[src/rtl/dsp_frame_scheduler.sv]
// Frame sequencer for a fixed-length DSP program: latches a frame, starts the core, waits program + drain, captures results.
// Optional DSP_FRAME_COUNTER_EN adds a 32-bit wrapping count of completed frames on frame_count.
module dsp_frame_scheduler #(
    parameter int PROGRAM_LEN = 512,
    parameter int PIPE_DEPTH  = 4,
    parameter int DWW         = 36,
    parameter int PAW         = 8
) (
    input  logic                clk,
    input  logic                reset,
    input  logic                sample_strobe,
    input  logic [7:0][DWW-1:0] frame_in,
    output logic [7:0][DWW-1:0] dsp_inputs,
    output logic                dsp_start,
    input  logic [7:0][DWW-1:0] dsp_outputs,
    output logic [7:0][DWW-1:0] frame_out,
    output logic                frame_out_valid,
    output logic                busy,
    output logic                overrun,
    input  logic                overrun_clear,
    input  logic                host_wr_valid,
    output logic                host_wr_ready,
    input  logic [PAW-1:0]      host_wr_addr,
    input  logic [DWW-1:0]      host_wr_data,
    output logic                pmem_wr_en,
    output logic [PAW-1:0]      pmem_wr_addr,
    output logic [DWW-1:0]      pmem_wr_data
`ifdef DSP_FRAME_COUNTER_EN
    ,
    output logic [31:0]         frame_count
`endif
);

    localparam int CNT_MAX = (PROGRAM_LEN > PIPE_DEPTH) ? PROGRAM_LEN : PIPE_DEPTH;
    localparam int CW      = (CNT_MAX > 1) ? $clog2(CNT_MAX) : 1;
    localparam logic [CW-1:0] RUN_LAST_CNT   = CW'(PROGRAM_LEN - 1);
    localparam logic [CW-1:0] DRAIN_LAST_CNT = (PIPE_DEPTH > 0) ? CW'(PIPE_DEPTH - 1) : '0;

    typedef enum logic [1:0] {IDLE, START, RUN, DRAIN} state_t;

    state_t          state_reg, state_next;
    logic [CW-1:0]   cnt_reg, cnt_next;
    logic            run_last, drain_last, frame_done, capture_in;
    logic            frame_out_valid_reg, overrun_reg;
    logic [7:0][DWW-1:0] dsp_inputs_reg, frame_out_reg;

    assign run_last   = (state_reg == RUN) && (cnt_reg == RUN_LAST_CNT);
    assign drain_last = (state_reg == DRAIN) && (cnt_reg == DRAIN_LAST_CNT);
    assign frame_done = (PIPE_DEPTH == 0) ? run_last : drain_last;
    assign capture_in = (state_reg == IDLE) && sample_strobe;

    // State register and phase counter
    always_ff @(posedge clk) begin
        if (reset) begin
            state_reg <= IDLE;
            cnt_reg   <= '0;
        end else begin
            state_reg <= state_next;
            cnt_reg   <= cnt_next;
        end
    end

    always_comb begin
        state_next = state_reg;
        unique case (state_reg)
            IDLE:    if (sample_strobe) state_next = START;
            START:   state_next = RUN;
            RUN:     if (run_last) state_next = (PIPE_DEPTH == 0) ? IDLE : DRAIN;
            DRAIN:   if (drain_last) state_next = IDLE;
            default: state_next = IDLE;
        endcase
    end

    // Counter restarts at zero on every state change so RUN and DRAIN share it
    always_comb begin
        cnt_next = cnt_reg;
        if (state_next != state_reg)
            cnt_next = '0;
        else if (state_reg == RUN || state_reg == DRAIN)
            cnt_next = cnt_reg + 1'b1;
    end

    always_comb begin
        dsp_start     = 1'b0;
        busy          = 1'b1;
        host_wr_ready = 1'b0;
        unique case (state_reg)
            IDLE: begin
                busy          = 1'b0;
                host_wr_ready = !sample_strobe && !reset;
            end
            START:   dsp_start = 1'b1;
            default: ;
        endcase
    end

    assign pmem_wr_en   = host_wr_valid && host_wr_ready;
    assign pmem_wr_addr = host_wr_addr;
    assign pmem_wr_data = host_wr_data;

    generate
        for (genvar gi = 0; gi < 8; gi++) begin : g_lane
            always_ff @(posedge clk) begin
                if (reset) begin
                    dsp_inputs_reg[gi] <= '0;
                    frame_out_reg[gi]  <= '0;
                end else begin
                    if (capture_in) dsp_inputs_reg[gi] <= frame_in[gi];
                    if (frame_done) frame_out_reg[gi]  <= dsp_outputs[gi];
                end
            end
        end
    endgenerate

    // A strobe landing on a busy frame sets overrun even if clear is asserted too
    always_ff @(posedge clk) begin
        if (reset) begin
            frame_out_valid_reg <= 1'b0;
            overrun_reg         <= 1'b0;
        end else begin
            frame_out_valid_reg <= frame_done;
            if (sample_strobe && busy)
                overrun_reg <= 1'b1;
            else if (overrun_clear)
                overrun_reg <= 1'b0;
        end
    end

    assign dsp_inputs      = dsp_inputs_reg;
    assign frame_out       = frame_out_reg;
    assign frame_out_valid = frame_out_valid_reg;
    assign overrun         = overrun_reg;

`ifdef DSP_FRAME_COUNTER_EN
    logic [31:0] frame_count_reg;

    always_ff @(posedge clk) begin
        if (reset)
            frame_count_reg <= '0;
        else if (frame_out_valid_reg)
            frame_count_reg <= frame_count_reg + 32'd1;
    end

    assign frame_count = frame_count_reg;
`endif

endmodule

[config.mk]
export PLATFORM = sky130hd
export DESIGN_NAME = dsp_frame_scheduler
export DESIGN_NICKNAME = d
export VERILOG_FILES = /design/src/rtl/dsp_frame_scheduler.sv
export SDC_FILE = /design/constraint.sdc
export NUM_CORES = 1
export LEC_CHECK = 0
export CORE_AREA = 8 8 475 477
export DETAILED_ROUTE_END_ITERATION = 7
export DIE_AREA = 0 0 483 485
export SETUP_SLACK_MARGIN = 0.02
export SLEW_MARGIN = 5
export SYNTH_ARGS = -nofsm -noshare
export SYNTH_HDL_FRONTEND = slang
export SYNTH_SLANG_ARGS = --single-unit
[constraint.sdc]
create_clock -name clk -period 6.6 [get_ports clk]
set_input_delay 0.66 -clock clk [delete_from_list [all_inputs] [get_ports clk]]
set_output_delay 0.66 -clock clk [all_outputs]
set_load 0.01 [all_outputs]
==> results of run 1 <==
## power by group
part	internal, mW	total [mW]	switching (mW)
clock network	2.87	4.85	1.98
logic	0.586	1.11	0.521
registers	3.68	3.75	0.0664
## metrics by stage
step	power (mW)	cells	utilization	hold WS, ns
global route	10.13	5999	0.1680	0.3394
finish	9.698	6020	0.1683	0.3550
floorplan	4.177	2004	-	0.4805
detailed placement	4.954	5844	0.1545	0.4475
global placement	4.938	5844	0.1545	0.4415
CTS	9.957	5994	0.1680	0.3271
## area by class of cell
type                            count  area (um2)
Clock buffer                      108        2405
Inverter                            1       3.754
Clock inverter                     42       525.5
Timing Repair Buffer             1178       11820
Tap cell                         2871        3592
Multi-Input combinational cell   1205        6519
Sequential cell                   589       11790
Fill cell                       24320      181500
Antenna cell                       26       65.06
## layer usage
layer  GRT usage  part of all wire
met4     0.03738             0.037
met2      0.2224              0.44
met3      0.1185              0.18
met1      0.1306              0.33
met5           0            0.0060
## path summary, 6_finish.rpt
kind | start | slack, ns | to | cells after the start
min reg2reg | dsp_inputs[188] | 0.45 | dsp_inputs[188] | 2
max | state_reg[1] | 3.13 | pmem_wr_en | 4
max reg2reg | cnt_reg[0] | 3.36 | frame_out[133] | 6
min | reset | 0.36 | dsp_inputs[239] | 2
## cell families after synthesis
| kind of cell | after synthesis | synth area share |
|---|---|---|
| adders and majority gates | 2 | 0.001297 |
| DFF | 589 | 0.6112 |
| muxes | 3 | 0.001556 |
| AOI/OAI and AO/OA | 592 | 0.2113 |
| xor gates and xnor gates | 4 | 0.001816 |
| buffers and inverters | 210 | 0.05143 |
| and+or+nand+nor | 604 | 0.1215 |
## layout by cell type (no fill, tap or decap), types with 2 or more instances in the layout
cell	synthesis	layout
mux2i_1	3	3
inv_6	0	7
buf_12	0	5
o21ai_0	3	3
clkbuf_1	135	5
a21oi_1	290	290
and2_1	2	2
nand4_1	3	3
clkbuf_16	0	86
a22o_1	288	288
a211oi_1	6	6
buf_4	46	11
bufinv_16	0	7
xor2_1	3	3
clkdlybuf4s50_1	0	1161
clkinv_4	0	6
nand2_1	580	580
ha_1	2	2
clkbuf_8	0	17
nand3_1	3	3
clkinvlp_4	0	6
or3_1	3	3
or2_2	2	2
diode_2	0	26
clkinv_16	0	2
nand2b_1	2	2
clkinv_2	0	12
dfxtp_1	589	589
a221oi_1	3	3
## critical path: cells and delay by family, from the launching register on
| kind | cells | cell delay (ns) |
|---|---|---|
| simple gates | 3 | 1.04 |
| buf+inv | 1 | 0.56 |
| flops | 1 | 0.49 |
==> impl_metrics.csv, run 1 <==
group,metric,value,unit
timing,rsz0062_at_grt,"no",
logic_synthesis,synth_cells,2004,
place,place_area,33720,um2
logic_synthesis,avgSynthCellArea,9.627,um2
detailed_routing,routedWlPerCell,28.05,um
detailed_routing,drt_iter0_markers,948,
timing,finClkSkew,0.03524,ns
logic_synthesis,dominantRegCellSynth,"dfxtp_1",
clocking,post_cts_buffers,0,
logic_synthesis,synth_edf_count,0,
logic_synthesis,yosysMostFrequentCell,"dfxtp_1",
timing,setup_violations,0,
timing,slew_violations,0,
setup_path,crit_slowest_cell,"clkdlybuf4s50_1",
clocking,cts_resized,0,
logic_synthesis,syn_nets,2631,
setup_path,required,5.94,ns
timing,min_period,3.469,ns
setup_path,cp_cell_sequence,"or2_2 -> nor3_1 -> and2_1 -> clkdlybuf4s50_1",
status,status,"complete, no violations",
detailed_routing,ant_nets,0,
timing,worst_slew_pin_slew,1.202,ns
job,maxCapViolCount,0,
floorplanning,rows,172,
clocking,hold_buffers,0,
timing,period_share,0.5257,
clocking,clock_latency,0.72,ns
logic_synthesis,yosys.area.top_type,"dfxtp_1",
global_route,grtUsageTotal,0.1374,
setup_path,cpPeakStageDelay,0.56,ns
power_and_ir_drop,cellLeakagePower,12.74,nW
setup_path,arrival,2.81,ns
logic_synthesis,synth-async-reset-ratio,0,
timing,finalWorstSetupSlack,3.131,ns
floorplanning,dieArea,234300,um2
place,dp_hpwl,142300,um
logic_synthesis,yosys.cell_types.count,33,
detailed_routing,vias,20240,
logic_synthesis,ys_top_cells_by_count,"589 x dfxtp_1, 580 x nand2_1, 290 x a21oi_1",
power_and_ir_drop,powerDensity,264.1,nW/um2
power_and_ir_drop,peakVddDrop,0.0001993,V
final_layout,drive_gt1_frac,0.05379,
floorplanning,io_pins,1251,
final_layout,final_area,36720,um2
logic_synthesis,synthTopCellsByArea,"dfxtp_1 61%, a22o_1 13%, nand2_1 11%",
floorplanning,die_w,483,um
detailed_routing,drt-total-wl,168800,um
global_route,antenna_found_initial,236,
floorplanning,initial_utilization,0.08841,
global_route,grt-ovfl-total,0,
final_layout,nets,3686,
clocking,clk_pin_slew,0.06,ns
global_route,grt_pass1_vias,20210,
global_route,grt_max_degree,162,
place,preCtsSetupSlack,3.118,ns
clocking,cts_tree,"built",
timing,finalHoldViolCount,0,
setup_path,worstPathMaxFanout,13,
place,gp_congestion,0.8247,
clocking,htreeDepth,3,
logic_synthesis,syn-cell-area,19290,um2
logic_synthesis,yosysWarnings,0,
hold_path,min_path_type,"in2reg",
detailed_routing,routed_via_density,3.362,
setup_path,path_class,"reg2out",
global_route,grt_pass1_wl,214000,um
setup_path,startpoint_type,"flip-flop",
floorplanning,core_area,218200,um2
setup_path,cp-end-kind,"primary output",
timing,max-slew-margin-rel,0.1984,
place,portBuffers,1162,
detailed_routing,first_pass_iters,6,
final_layout,syn_to_final_growth,90.32,%
clocking,root_buffer,"clkbuf_16",
floorplanning,die_h,485,um
clocking,cts.sinks,589,
timing,fin_setup_tns,0,ns
logic_synthesis,yosys_register_bits,589,
timing,fmax,288.2,MHz
clocking,numCtsBuffers,84,
logic_synthesis,synth_top_cell_area_share,0.6112,
detailed_routing,drc,0,
clocking,clock_path_buffers,3,
logic_synthesis,synth_seq_area_share,0.6112,
No activity file was read; power rests on OpenSTA's default activity.
==> inputs of run 2 (changes only) <==
Settings changed: CORE_AREA 8 8 475 477 to 8 8 480 482, DIE_AREA 0 0 483 485 to 0 0 488 490.
Clock period 6.6 ns to 3.2 ns, I/O delays scaled along.
==> run 2 against run 1 <==
Against the previous run:
- sequential power increased by 110%
- cell count increased by 2.3%
- register-to-register slack got worse by 2.9 ns
- clock power increased by 100%
- critical path type unchanged
- largest cell class unchanged
==> impl_metrics.csv, run 2 (synthesized netlist as in run 1, its figures left out) <==
group,metric,value,unit
final_layout,final_area,37100,um2
detailed_routing,routedWlPerCell,26.31,um
setup_path,startpoint,"state_reg[1]",
setup_path,cpPeakStageDelay,0.54,ns
floorplanning,core_area,223200,um2
clocking,clock_path_buffers,3,
detailed_routing,vias,20060,
clocking,clk_pin_slew,0.06,ns
job,maxCapViolCount,0,
final_layout,final_common_cell,"clkdlybuf4s50_1",
setup_path,critical_path_depth,4,
hold_path,min_from,"frame_in[59]",
detailed_routing,drc,0,
global_route,grt-ovfl-total,0,
setup_path,r2r_cells,5,
final_layout,nFillCells,24790,
detailed_routing,first_pass_iters,5,
floorplanning,die_h,490,um
final_layout,syn_to_final_growth,92.28,%
timing,period_share,0.9302,
setup_path,crit_buf_inv,1,
detailed_routing,drt-total-wl,162000,um
setup_path,reg2reg_to,"frame_out[237]",
setup_path,r2r_start,"cnt_reg[0]",
timing,min_period,2.977,ns
timing,rsz0062_at_grt,"no",
setup_path,required,2.88,ns
place,dp_hpwl,138500,um
setup_path,cp_cell_sequence,"or2_2 -> nor3_4 -> and2_1 -> clkdlybuf4s50_1",
timing,max-slew-margin-rel,0.2711,
setup_path,critPathCapture,"pmem_wr_en",
final_layout,drive_gt1_frac,0.05621,
global_route,antenna_found_initial,173,
final_layout,nets,3694,
clocking,numCtsBuffers,79,
global_route,grt_pass1_wl,205000,um
timing,finalHoldViolCount,0,
floorplanning,initial_utilization,0.08646,
floorplanning,dieArea,239100,um2
setup_path,startpoint_type,"flip-flop",
global_route,grt_max_degree,119,
clocking,htreeDepth,3,
detailed_routing,routed_via_density,3.256,
timing,fin_setup_tns,0,ns
clocking,cts.sinks,589,
place,place_area,34130,um2
final_layout,final_cell_mix,"1161 x clkdlybuf4s50_1, 589 x dfxtp_1, 580 x nand2_1",
global_route,grt_pass1_vias,19880,
timing,worst_slew_pin_slew,1.093,ns
setup_path,arrival,2.66,ns
timing,fmax,336.0,MHz
clocking,post_cts_buffers,0,
power_and_ir_drop,powerDensity,533.3,nW/um2
floorplanning,rows,174,
global_route,grtUsageTotal,0.1285,
setup_path,worstPathMaxFanout,10,
place,preCtsSetupSlack,0.3910,ns
clocking,root_buffer,"clkbuf_16",
power_and_ir_drop,cellLeakagePower,12.82,nW
timing,holdWs,0.1820,ns
setup_path,crit_slowest_cell,"clkdlybuf4s50_1",
place,gp_congestion,0.8521,
power_and_ir_drop,power,19.79,mW
floorplanning,die_w,488,um
setup_path,path_class,"reg2out",
status,status,"complete, no violations",
setup_path,crit_family,"simple AND/OR/NAND/NOR gates",
timing,finClkSkew,0.04508,ns
hold_path,min_path_type,"in2reg",
floorplanning,io_pins,1251,
timing,slew_violations,0,
detailed_routing,drt_iter0_markers,1016,
setup_path,worst-r2r-setup-slack,0.46,ns
detailed_routing,ant_nets,0,
timing,setup_violations,0,
clocking,clock_latency,0.68,ns
power_and_ir_drop,peakVddDrop,0.0004140,V
clocking,cts_tree,"built",
setup_path,cp-end-kind,"primary output",
place,portBuffers,1162,
timing,finalWorstSetupSlack,0.2235,ns
run 2: per-stage QoR:
step / util / instances
floorplan: - / 2004
global placement: 0.1529 / 5977
detailed placement: 0.1529 / 5977
CTS: 0.1658 / 6123
global route: 0.1660 / 6134
finish: 0.1662 / 6160
run 2: final cells by class:
class                           count  area, um2  share of cell area
Sequential cell                   589      11790              0.3178
Clock inverter                     40      536.8             0.01447
Inverter                            1      3.754           0.0001012
Tap cell                         2992       3744              0.1009
Antenna cell                       37      92.59            0.002496
Clock buffer                      105       2318             0.06250
Multi-Input combinational cell   1205       6530              0.1760
Timing Repair Buffer             1191      12080              0.3257
run 2: how the worst min path moves through the flow:
stage | to | slack [ns] | depth (start not counted)
2_1_floorplan | frame_out[107] | 0.45 | 1
3_3_place_gp | dsp_inputs[183] | 0.44 | 2
3_5_place_dp | dsp_inputs[283] | 0.45 | 2
4_1_cts | dsp_inputs[16] | 0.07 | 3
5_1_grt | dsp_inputs[53] | 0.11 | 3
6_report | dsp_inputs[59] | 0.18 | 3
run 2: layer usage:
metal	up-vias	routed length, um	global-route usage
met3	344	22870	0.08205
met1	9389	54840	0.1235
met5	-	629	0
met4	98	5484	0.03846
li1	9060	-	-
met2	1165	78220	0.2256
run 2: power by group:
group | switching, mW | internal [mW] | total [mW]
logic | 1.09 | 1.25 | 2.34
registers | 0.137 | 7.59 | 7.72
clock network | 3.85 | 5.88 | 9.73
total | 5.08 | 14.7 | 19.8
run 2: tightest hold or removal path: stages:
cell             delay [ns]
clkdlybuf4s50_1        0.40
nand2_1                0.05
a21oi_1                0.05
run 2: what timing repair did:
| item | CTS | global route |
|---|---|---|
| gates resized for setup | 2 | 0 |
| hold buffers | 1 | 0 |
| endpoints found under the setup margin | 2 | 0 |
| endpoints found under the hold margin | 11 | 0 |
==> inputs of run 3 (changes only) <==
==> constraint.sdc (replaced) <==
create_clock -name clk -period 3.2 [get_ports clk]
set_input_delay 0.32 -clock clk [delete_from_list [all_inputs] [get_ports clk]]
set_output_delay 0.32 -clock clk [all_outputs]
set_load 0.02 [all_outputs]
==> run 3 against run 2 <==
Against the previous run:
- combinational power rose by 7%
- core utilization barely moved
- clock-buffer cell count rose by 4
- register-to-register slack barely moved
- via count rose by 0.32%
- critical endpoint unchanged
==> impl_metrics.csv, run 3 (synthesized netlist as in run 1, its figures left out) <==
group,metric,value,unit
status,status,"complete, no violations",
global_route,top_usage_layer,"met2",
detailed_routing,vias,20120,
final_layout,final_common_cell,"clkdlybuf4s50_1",
detailed_routing,drc,0,
place,portBuffers,1162,
floorplanning,core_area,223200,um2
global_route,grt_pass1_wl,203900,um
floorplanning,io_pins,1251,
global_route,use_met2,0.2217,
place,gp_congestion,0.8665,
setup_path,cp-end-kind,"primary output",
detailed_routing,routed_via_density,3.268,
final_layout,drive_gt1_frac,0.05701,
clocking,clk_pin_slew,0.06,ns
timing,finalHoldViolCount,0,
floorplanning,dieArea,239100,um2
clocking,numCtsBuffers,81,
global_route,grtUsageMet1,0.1285,
setup_path,path_class,"reg2out",
detailed_routing,ant_nets,0,
setup_path,arrival,2.72,ns
timing,min_period,3.040,ns
power_and_ir_drop,peakVddDrop,0.0003839,V
detailed_routing,drt-total-wl,161500,um
detailed_routing,routedWlPerCell,26.23,um
global_route,grtUsageTotal,0.1279,
floorplanning,die_h,490,um
place,dp_hpwl,138700,um
global_route,grt_pass1_vias,19820,
floorplanning,rows,174,
place,dp_cells,5983,
detailed_routing,first_pass_iters,5,
detailed_routing,drt_iter0_markers,1243,
floorplanning,die_w,488,um
timing,fmax,329.0,MHz
final_layout,syn_to_final_growth,92.52,%
clocking,clock_path_buffers,3,
setup_path,required,2.88,ns
job,maxCapViolCount,0,
final_layout,nFillCells,24820,
timing,max-slew-margin-rel,0.2656,
timing,finClkSkew,0.03007,ns
power_and_ir_drop,powerDensity,542.8,nW/um2
global_route,antenna_found_initial,167,
final_layout,nets,3702,
timing,period_share,0.9499,
timing,fin_setup_tns,0,ns
global_route,grtUsageMet3,0.07457,
hold_path,min_path_type,"in2reg",
clocking,cts_resized,0,
final_layout,final-seq-area,11790,um2
clocking,cts.sinks,589,
timing,worst_slew_pin_slew,1.102,ns
global_route,grt-ovfl-total,0,
clocking,htreeDepth,3,
floorplanning,initial_utilization,0.08646,
place,place_area,34150,um2
final_layout,multi_input_area,6519,um2
clocking,root_buffer,"clkbuf_16",
power_and_ir_drop,cellLeakagePower,12.87,nW
global_route,grt_max_degree,119,
timing,slew_violations,0,
final_layout,final_cell_mix,"1160 x clkdlybuf4s50_1, 589 x dfxtp_1, 580 x nand2_1",
clocking,cts_tree,"built",
timing,rsz0062_at_grt,"no",
clocking,clock_latency,0.70,ns
setup_path,worstPathMaxFanout,7,
timing,setup_violations,0,
setup_path,startpoint_type,"flip-flop",
final_layout,final_area,37140,um2
final_layout,final_cells,6157,
==> run 3: metal layers <==
| layer | part of all wire | wire length (um) |
|---|---|---|
| met5 | 0.0034 | 543 |
| met4 | 0.038 | 6139 |
| met3 | 0.14 | 21940 |
| met2 | 0.48 | 76940 |
| met1 | 0.35 | 55950 |
==> run 3: per-stage QoR <==
step	setup slack (ns)	util	hold slack, ns	total power, mW
finish	0.1602	0.1664	0.1743	20.16
global route	0.07533	0.1662	0.1201	21.01
CTS	0.07669	0.1662	0.06704	20.63
detailed placement	0.4395	0.1530	0.4456	10.44
global placement	0.4605	0.1530	0.4409	10.40
floorplan	0.8819	-	0.4455	8.827
==> run 3: area by class of cell <==
type                    count  area share
multi-input cells        1205      0.1755
diodes                     25    0.001684
inverters                   1   0.0001011
well taps                2992      0.1008
flip-flops and latches    589      0.3175
clock inverters            39     0.01583
clock buffers             109     0.06289
repair buffers           1197      0.3257
==> run 3: what timing repair did <==
action / in CTS / in global routing
buffers inserted: 0 / 0
hold buffers: 1 / 0
endpoints found under the hold margin: 44 / 0
==> run 3: critical path, stage by stage, from the launching register on <==
cell	delay, ns
dfxtp_1	0.39
or2_2	0.40
nor3_1	0.41
and2_1	0.21
clkdlybuf4s50_1	0.63
==> run 3: final timing paths <==
| check | to | cells past startpoint | start | slack, ns |
|---|---|---|---|---|
| max | pmem_wr_en | 4 | state_reg[0] | 0.16 |
| min | dsp_inputs[38] | 3 | frame_in[38] | 0.17 |
| max reg2reg | frame_out[176] | 5 | cnt_reg[0] | 0.47 |
| min reg2reg | dsp_inputs[75] | 2 | dsp_inputs[75] | 0.45 |
==> run 3: power breakdown <==
| group | leakage, nW | switching [mW] | internal [mW] |
|---|---|---|---|
| clock network | 1.42 | 3.82 | 6.12 |
| logic | 6.66 | 1.27 | 1.24 |
| registers | 4.79 | 0.134 | 7.59 |
| total | 12.9 | 5.22 | 14.9 |
